==> src/rtl/mult_share_arbiter.sv <==
// mult_share_arbiter: round-robin sharing of one 4-bit signed multiplier
// between two requesters, with a settle window before result capture.
//
// Ports:
//   clock, reset_n              rising-edge clock, async active-low reset
//   reqX_valid/ready/a/b        request channel of port X (X = 0,1)
//   rspX_valid/ready/prod/ovf   response channel of port X
//   busy                        high whenever the controller is not idle
//   gnt0_count, gnt1_count      per-port grant counters, present only
//                               when MULT_SHARE_ARB_STATS_EN is defined
// Parameters:
//   WAIT_CYCLES  cycles operands are held at the multiplier (1..15)
//   CNT_W        grant counter width (stats build only)
module mult_share_arbiter #(
  parameter int WAIT_CYCLES = 2,
  parameter int CNT_W       = 8
) (
  input  logic             clock,
  input  logic             reset_n,
  input  logic             req0_valid,
  output logic             req0_ready,
  input  logic [3:0]       req0_a,
  input  logic [3:0]       req0_b,
  input  logic             req1_valid,
  output logic             req1_ready,
  input  logic [3:0]       req1_a,
  input  logic [3:0]       req1_b,
  output logic             rsp0_valid,
  input  logic             rsp0_ready,
  output logic [3:0]       rsp0_prod,
  output logic             rsp0_ovf,
  output logic             rsp1_valid,
  input  logic             rsp1_ready,
  output logic [3:0]       rsp1_prod,
  output logic             rsp1_ovf,
`ifdef MULT_SHARE_ARB_STATS_EN
  output logic [CNT_W-1:0] gnt0_count,
  output logic [CNT_W-1:0] gnt1_count,
`endif
  output logic             busy
);

  if (WAIT_CYCLES < 1 || WAIT_CYCLES > 15 || CNT_W < 1)
  begin : g_bad_param
    $error("mult_share_arbiter: illegal parameter value");
  end

  localparam logic [3:0] WaitInit = 4'(WAIT_CYCLES);

  typedef enum logic [1:0] {
    IDLE,
    CALC,
    RESP
  } state_e;

  state_e     state_q;
  logic       last_q;
  logic       owner_q;
  logic [3:0] op_a_q;
  logic [3:0] op_b_q;
  logic [3:0] cnt_q;
  logic       busy_q;

  logic       r0_vld_q;
  logic [3:0] r0_prod_q;
  logic       r0_ovf_q;
  logic       r1_vld_q;
  logic [3:0] r1_prod_q;
  logic       r1_ovf_q;

  // Arbitration
  logic       take_en;
  logic       gnt_any;
  logic       gnt_port;
  logic       acc;
  logic [3:0] sel_a;
  logic [3:0] sel_b;

  // Requests are only offered a grant while idle; reset_n gates
  // the combinational ready so it is low during reset.
  assign take_en = reset_n && (state_q == IDLE);

  always_comb begin
    gnt_any  = req0_valid | req1_valid;
    gnt_port = 1'b0;
    unique case (1'b1)
      (req0_valid && req1_valid):  gnt_port = ~last_q;
      (req1_valid && !req0_valid): gnt_port = 1'b1;
      default:                     gnt_port = 1'b0;
    endcase
  end

  assign req0_ready = take_en && req0_valid && !gnt_port;
  assign req1_ready = take_en && req1_valid && gnt_port;
  assign acc        = take_en && gnt_any;
  assign sel_a      = gnt_port ? req1_a : req0_a;
  assign sel_b      = gnt_port ? req1_b : req0_b;

  // Shared multiplier, fed only from the operand registers.
  // The true product is within -64..64, so 8 bits hold it.
  logic signed [7:0] mul_full;
  logic        [3:0] mul_prod;
  logic              mul_ovf;

  always_comb begin
    mul_full = $signed({{4{op_a_q[3]}}, op_a_q})
             * $signed({{4{op_b_q[3]}}, op_b_q});
    mul_prod = mul_full[3:0];
    // Fits in 4 bits only if bits 7..3 are a pure sign extension.
    mul_ovf  = (mul_full[7:3] != {5{mul_full[3]}});
  end

  logic rsp_hs;
  assign rsp_hs = owner_q ? (r1_vld_q && rsp1_ready)
                          : (r0_vld_q && rsp0_ready);

  always_ff @(posedge clock or negedge reset_n) begin
    if (!reset_n) begin
      state_q   <= IDLE;
      last_q    <= 1'b1;
      owner_q   <= 1'b0;
      op_a_q    <= '0;
      op_b_q    <= '0;
      cnt_q     <= '0;
      busy_q    <= 1'b0;
      r0_vld_q  <= 1'b0;
      r0_prod_q <= '0;
      r0_ovf_q  <= 1'b0;
      r1_vld_q  <= 1'b0;
      r1_prod_q <= '0;
      r1_ovf_q  <= 1'b0;
    end else begin
      unique case (state_q)
        IDLE: begin
          if (acc) begin
            op_a_q  <= sel_a;
            op_b_q  <= sel_b;
            owner_q <= gnt_port;
            last_q  <= gnt_port;
            cnt_q   <= WaitInit;
            busy_q  <= 1'b1;
            state_q <= CALC;
          end
        end
        CALC: begin
          cnt_q <= cnt_q - 4'd1;
          if (cnt_q == 4'd1) begin
            if (owner_q) begin
              r1_vld_q  <= 1'b1;
              r1_prod_q <= mul_prod;
              r1_ovf_q  <= mul_ovf;
            end else begin
              r0_vld_q  <= 1'b1;
              r0_prod_q <= mul_prod;
              r0_ovf_q  <= mul_ovf;
            end
            state_q <= RESP;
          end
        end
        RESP: begin
          if (rsp_hs) begin
            r0_vld_q <= 1'b0;
            r1_vld_q <= 1'b0;
            busy_q   <= 1'b0;
            state_q  <= IDLE;
          end
        end
        default: begin
          state_q <= IDLE;
        end
      endcase
    end
  end

  assign rsp0_valid = r0_vld_q;
  assign rsp0_prod  = r0_prod_q;
  assign rsp0_ovf   = r0_ovf_q;
  assign rsp1_valid = r1_vld_q;
  assign rsp1_prod  = r1_prod_q;
  assign rsp1_ovf   = r1_ovf_q;
  assign busy       = busy_q;

`ifdef MULT_SHARE_ARB_STATS_EN
  logic [CNT_W-1:0] gnt0_q;
  logic [CNT_W-1:0] gnt1_q;

  // Counters wrap naturally at all-ones.
  always_ff @(posedge clock or negedge reset_n) begin
    if (!reset_n) begin
      gnt0_q <= '0;
      gnt1_q <= '0;
    end else if (acc) begin
      if (gnt_port) begin
        gnt1_q <= gnt1_q + 1'b1;
      end else begin
        gnt0_q <= gnt0_q + 1'b1;
      end
    end
  end

  assign gnt0_count = gnt0_q;
  assign gnt1_count = gnt1_q;
`endif

endmodule

==> config.mk <==
export PLATFORM = sky130hd
export DESIGN_NAME = mult_share_arbiter
export DESIGN_NICKNAME = d
export VERILOG_FILES = /design/src/rtl/mult_share_arbiter.sv
export SDC_FILE = /design/constraint.sdc
export NUM_CORES = 1
export LEC_CHECK = 0
export CORE_MARGIN = 5
export CORE_UTILIZATION = 47
export CTS_BUF_LIST = sky130_fd_sc_hd__clkbuf_16
export DETAILED_ROUTE_END_ITERATION = 16
export HOLD_SLACK_MARGIN = 0.1
export PLACE_DENSITY = 0.77
export SLEW_MARGIN = 10
export SYNTH_ARGS = -nofsm -noshare
export SYNTH_HDL_FRONTEND = slang
export SYNTH_SLANG_ARGS = --single-unit
==> constraint.sdc <==
create_clock -name clock -period 3.6 [get_ports clock]
set_input_delay 0.9 -clock clock [delete_from_list [all_inputs] [get_ports clock]]
set_output_delay 0.9 -clock clock [all_outputs]
set_load 0.03 [all_outputs]
==> results of run 1 <==
## metrics by stage
| step | util | power (mW) | instances | hold WS (ps) | setup slack (ps) |
|---|---|---|---|---|---|
| after floorplan | - | 1.858 | 180 | 457.6 | -210.9 |
| after global placement | 0.6208 | 2.319 | 278 | 480.0 | -211.9 |
| after detailed placement | 0.6208 | 2.383 | 278 | 490.2 | -289.6 |
| after CTS | 0.6544 | 2.790 | 285 | 506.5 | -287.2 |
| after global routing | 0.6614 | 3.051 | 286 | 527.7 | -403.8 |
| final | 0.6614 | 2.794 | 286 | 499.3 | -277.8 |
## per-layer routing
metal / up-vias / track usage / wire length [µm]
li1: 712 / - / -
met1: 696 / 0.2087 / 1707
met2: 31 / 0.2870 / 2076
met3: 8 / 0.04378 / 135
met4: 0 / 0.05634 / 76
met5: - / 0 / 0
## synthesized netlist by cell type, drive strengths merged (3+ instances only)
cell,count,area [µm²]
inv,16,60.06
nand2b,3,18.77
o21ai,18,90.09
fa,9,180.2
a21o,4,30.03
mux2i,9,90.09
and2,9,58.80
ha,14,175.2
a21oi,3,26.28
dfrtp,28,700.7
xnor2,3,26.28
nor2b,4,25.02
mux2,11,123.9
nand3,6,30.03
nor2,7,26.28
nand2,18,70.07
## worst min-delay path by stage
stage / slack (ps) / cells past startpoint / endpoint
after floorplan: 460 / 1 / cnt_q[3]$_DFFE_PN0P_
after global placement: 480 / 2 / rsp1_prod[0]$_DFFE_PN0P_
after detailed placement: 490 / 1 / cnt_q[3]$_DFFE_PN0P_
after CTS: 510 / 2 / rsp1_prod[0]$_DFFE_PN0P_
after global routing: 530 / 1 / rsp0_prod[2]$_DFFE_PN0P_
final: 500 / 2 / rsp1_prod[0]$_DFFE_PN0P_
## what timing repair did
action / in CTS / in global routing
setup endpoints to repair: 2 / 2
cloned: 0 / 0
setup buffers: 0 / 1
resized for setup: 0 / 3
endpoints found under the hold margin: 0 / 0
## flip-flops by register name, indices dropped and copies added (netlist names)
name        cells
busy            1
cnt_q           4
last_q          1
op_a_q          4
op_b_q          4
owner_q         1
rsp0_ovf        1
rsp0_prod       4
rsp0_valid      1
rsp1_ovf        1
rsp1_prod       4
rsp1_valid      1
state_q         2
## placed cells by master, fill, tap and decap left out, drive strengths merged, types with 11 or more instances in the layout
master          n
clkdlybuf4s50  34
dfrtp          28
buf            18
o21ai          18
nand2          18
inv            17
ha             14
mux2           11
## where the power goes
part / internal (mW) / switching, mW
logic: 0.892 / 0.932
registers: 0.479 / 0.115
clock network: 0.246 / 0.130
## cells by family after synthesis
kind of cell,count (synthesis),synth area share
buf+inv,19,0.03775
mux,20,0.1132
simple gates,54,0.1470
flops,29,0.3848
compound gates,29,0.09405
xor+xnor,6,0.03510
fa+ha+maj,23,0.1881
## worst reg2reg max path: cells and delay by family, from the launching register on
kind	cells	cell delay, ps
adders and majority gates	5	2140
DFF	1	370
buffers and inverters	2	90
and+or+nand+nor	3	370
muxes	3	790
## final cells by class
cell class | instances | area (µm²) | share of cell area
clock buffers | 5 | 125.1 | 0.04798
well taps | 50 | 62.56 | 0.02399
repair buffers | 52 | 475.5 | 0.1823
multi-input cells | 132 | 1150 | 0.4410
inverters | 16 | 60.06 | 0.02303
flip-flops and latches | 29 | 726.9 | 0.2788
clock inverters | 2 | 7.507 | 0.002879
==> summary.txt, run 1 <==
Run status
  – Status: finished with violations
  – Violated checks: setup timing

Pwr
  – Lkg Pwr: between 1 and 1.5 nW
  – Cell area power density: between 1000 and 1500 nW/µm²
  – Worst vdd rail ir drop: between 500 and 600 µV

Finish
  – Final layout net count: approximately 280
  – Layout cells sized above 1: 0.2119
  – Filler cells: 300
  – Finished Cell Area: between 2000 and 3000 µm²
  – Number of antenna diodes: 0
  – Area Overhead vs Synth: 38.01%

Critical path
  – R2r endpoint: rsp0_ovf$_DFFE_PN0P_
  – Worst r2r path cells: 13
  – Critical Path Max Stage Delay: 530 ps
  – Slowest CP cell: fa_2
  – R2R Setup Slk: -280 ps
  – CP Capture Point: rsp0_ovf$_DFFE_PN0P_
  – Critical R2R Launch: op_a_q[0]$_DFFE_PN0P_
  – Worst path top cell family by delay: adder cells
  – WP data required: 3760 ps
  – CP arrival: ~4000 ps
  – Critical path startpoint: op_a_q[0]$_DFFE_PN0P_
  – CP endpoint kind: register
  – Critical path class: register to register
  – Crit path cell chain: nand2b_4 > fa_1 > inv_1 > fa_1 > fa_1 > ha_2 > inv_2 > fa_2 > nor2b_4 > nand3_1 > mux2_4 > mux2_4 > mux2_4
  – CP Depth: 13
  – Startpoint Class: register
  – CP bufs+invs: 2
  – CP Max Fanout: 2

Global routing
  – Initial antenna violation count: 0
  – Largest net degree at the start of global routing: 30
  – Total track usage: 0.1691
  – First-pass GRT wire length: 6969 µm
  – GRT overflow: 0
  – Number of global-route vias before repair: about 1,500

Routing
  – Iter 0 DRT Violations: 25
  – DR vias: between 1,000 and 1,500
  – Wire length per cell: roughly 14 µm
  – WL final: roughly 4000 µm
  – Drt pass-1 iters: 4
  – Via density per instance: ~5.1
  – Number of routed nets with antenna violations: 0
  – # DRC: 0

Timing
  – Layout Skew: around 5.4 ps
  – Fmax: 257.9 MHz
  – Final period utilization: 1.077
  – Hold Vio Cnt, Final: 0
  – Slew headroom: 0.5209
  – Worst-margin pin slew: between 700 and 800 ps
  – RSZ-0062 raised after global routing: true
  – Final Setup Violations: 2
  – Max Slew Vio Count: 0
  – Final Critical Period: just under 4000 ps
  – Sum of negative setup slack: -553.0 ps
  – Final WS setup: -277.8 ps

Clock tree
  – CTS tree: built
  – Clock Pin Slew Worst Setup and Hold Paths: around 50 ps
  – H-tree Lvls: 2
  – Clk root buf: clkbuf_16
  – CTS Hold Bufs: 0
  – Clock tree sinks: 29
  – Total CTS buffers: 5
  – CTS Buffer Depth: 2
  – Clk_lat worst skew: 270 ps

Yosys
  – Synth async-reset ratio: 1.000
  – Synth Flop Type: dfrtp_1
  – Post-synth EDFFs: 0
  – Mean cell area of the mapped netlist: 10.50 µm²
  – Flops & latches, synth: 29
  – Post-synthesis cell area: ~1900 µm²
  – Syn Inst Count: 180
  – Synth cell types: 34
  – Synth Net Count: 225
  – Yosys warning count: 0
  – Register area share after synthesis: 0.3848

Floorplan
  – # IOs: 37
  – Die height: 73.40 µm
  – Core area: between 3000 and 4000 µm²
  – Die ar.: between 5000 and 6000 µm²
  – Die W: between 70 and 80 µm
  – # rows: 23
  – Starting Density: 0.4792

Placed design
  – Gp weighted congestion: between 0.7 and 0.8
  – Cell Area, Placed: 2447 µm²
  – Dpl hpwl: ~3100 µm
  – I/O Buffers: 36

Min path
  – Hold path startpoint: rsp1_prod[0]$_DFFE_PN0P_
  – HP Class: register to register

Run
  – Max cap viols: 0
(Power assumes the default switching activity.)
==> run 2: changes to the inputs <==
--- a/config.mk
+++ b/config.mk
@@ -9,7 +9,7 @@
 export CORE_UTILIZATION = 47
 export CTS_BUF_LIST = sky130_fd_sc_hd__clkbuf_16
 export DETAILED_ROUTE_END_ITERATION = 16
-export HOLD_SLACK_MARGIN = 0.1
+export HOLD_SLACK_MARGIN = 0.05
 export PLACE_DENSITY = 0.77
 export SLEW_MARGIN = 10
 export SYNTH_ARGS = -nofsm -noshare
==> results of run 2 <==
No change in the layout: final DEF, timing and power equal those of run 1.
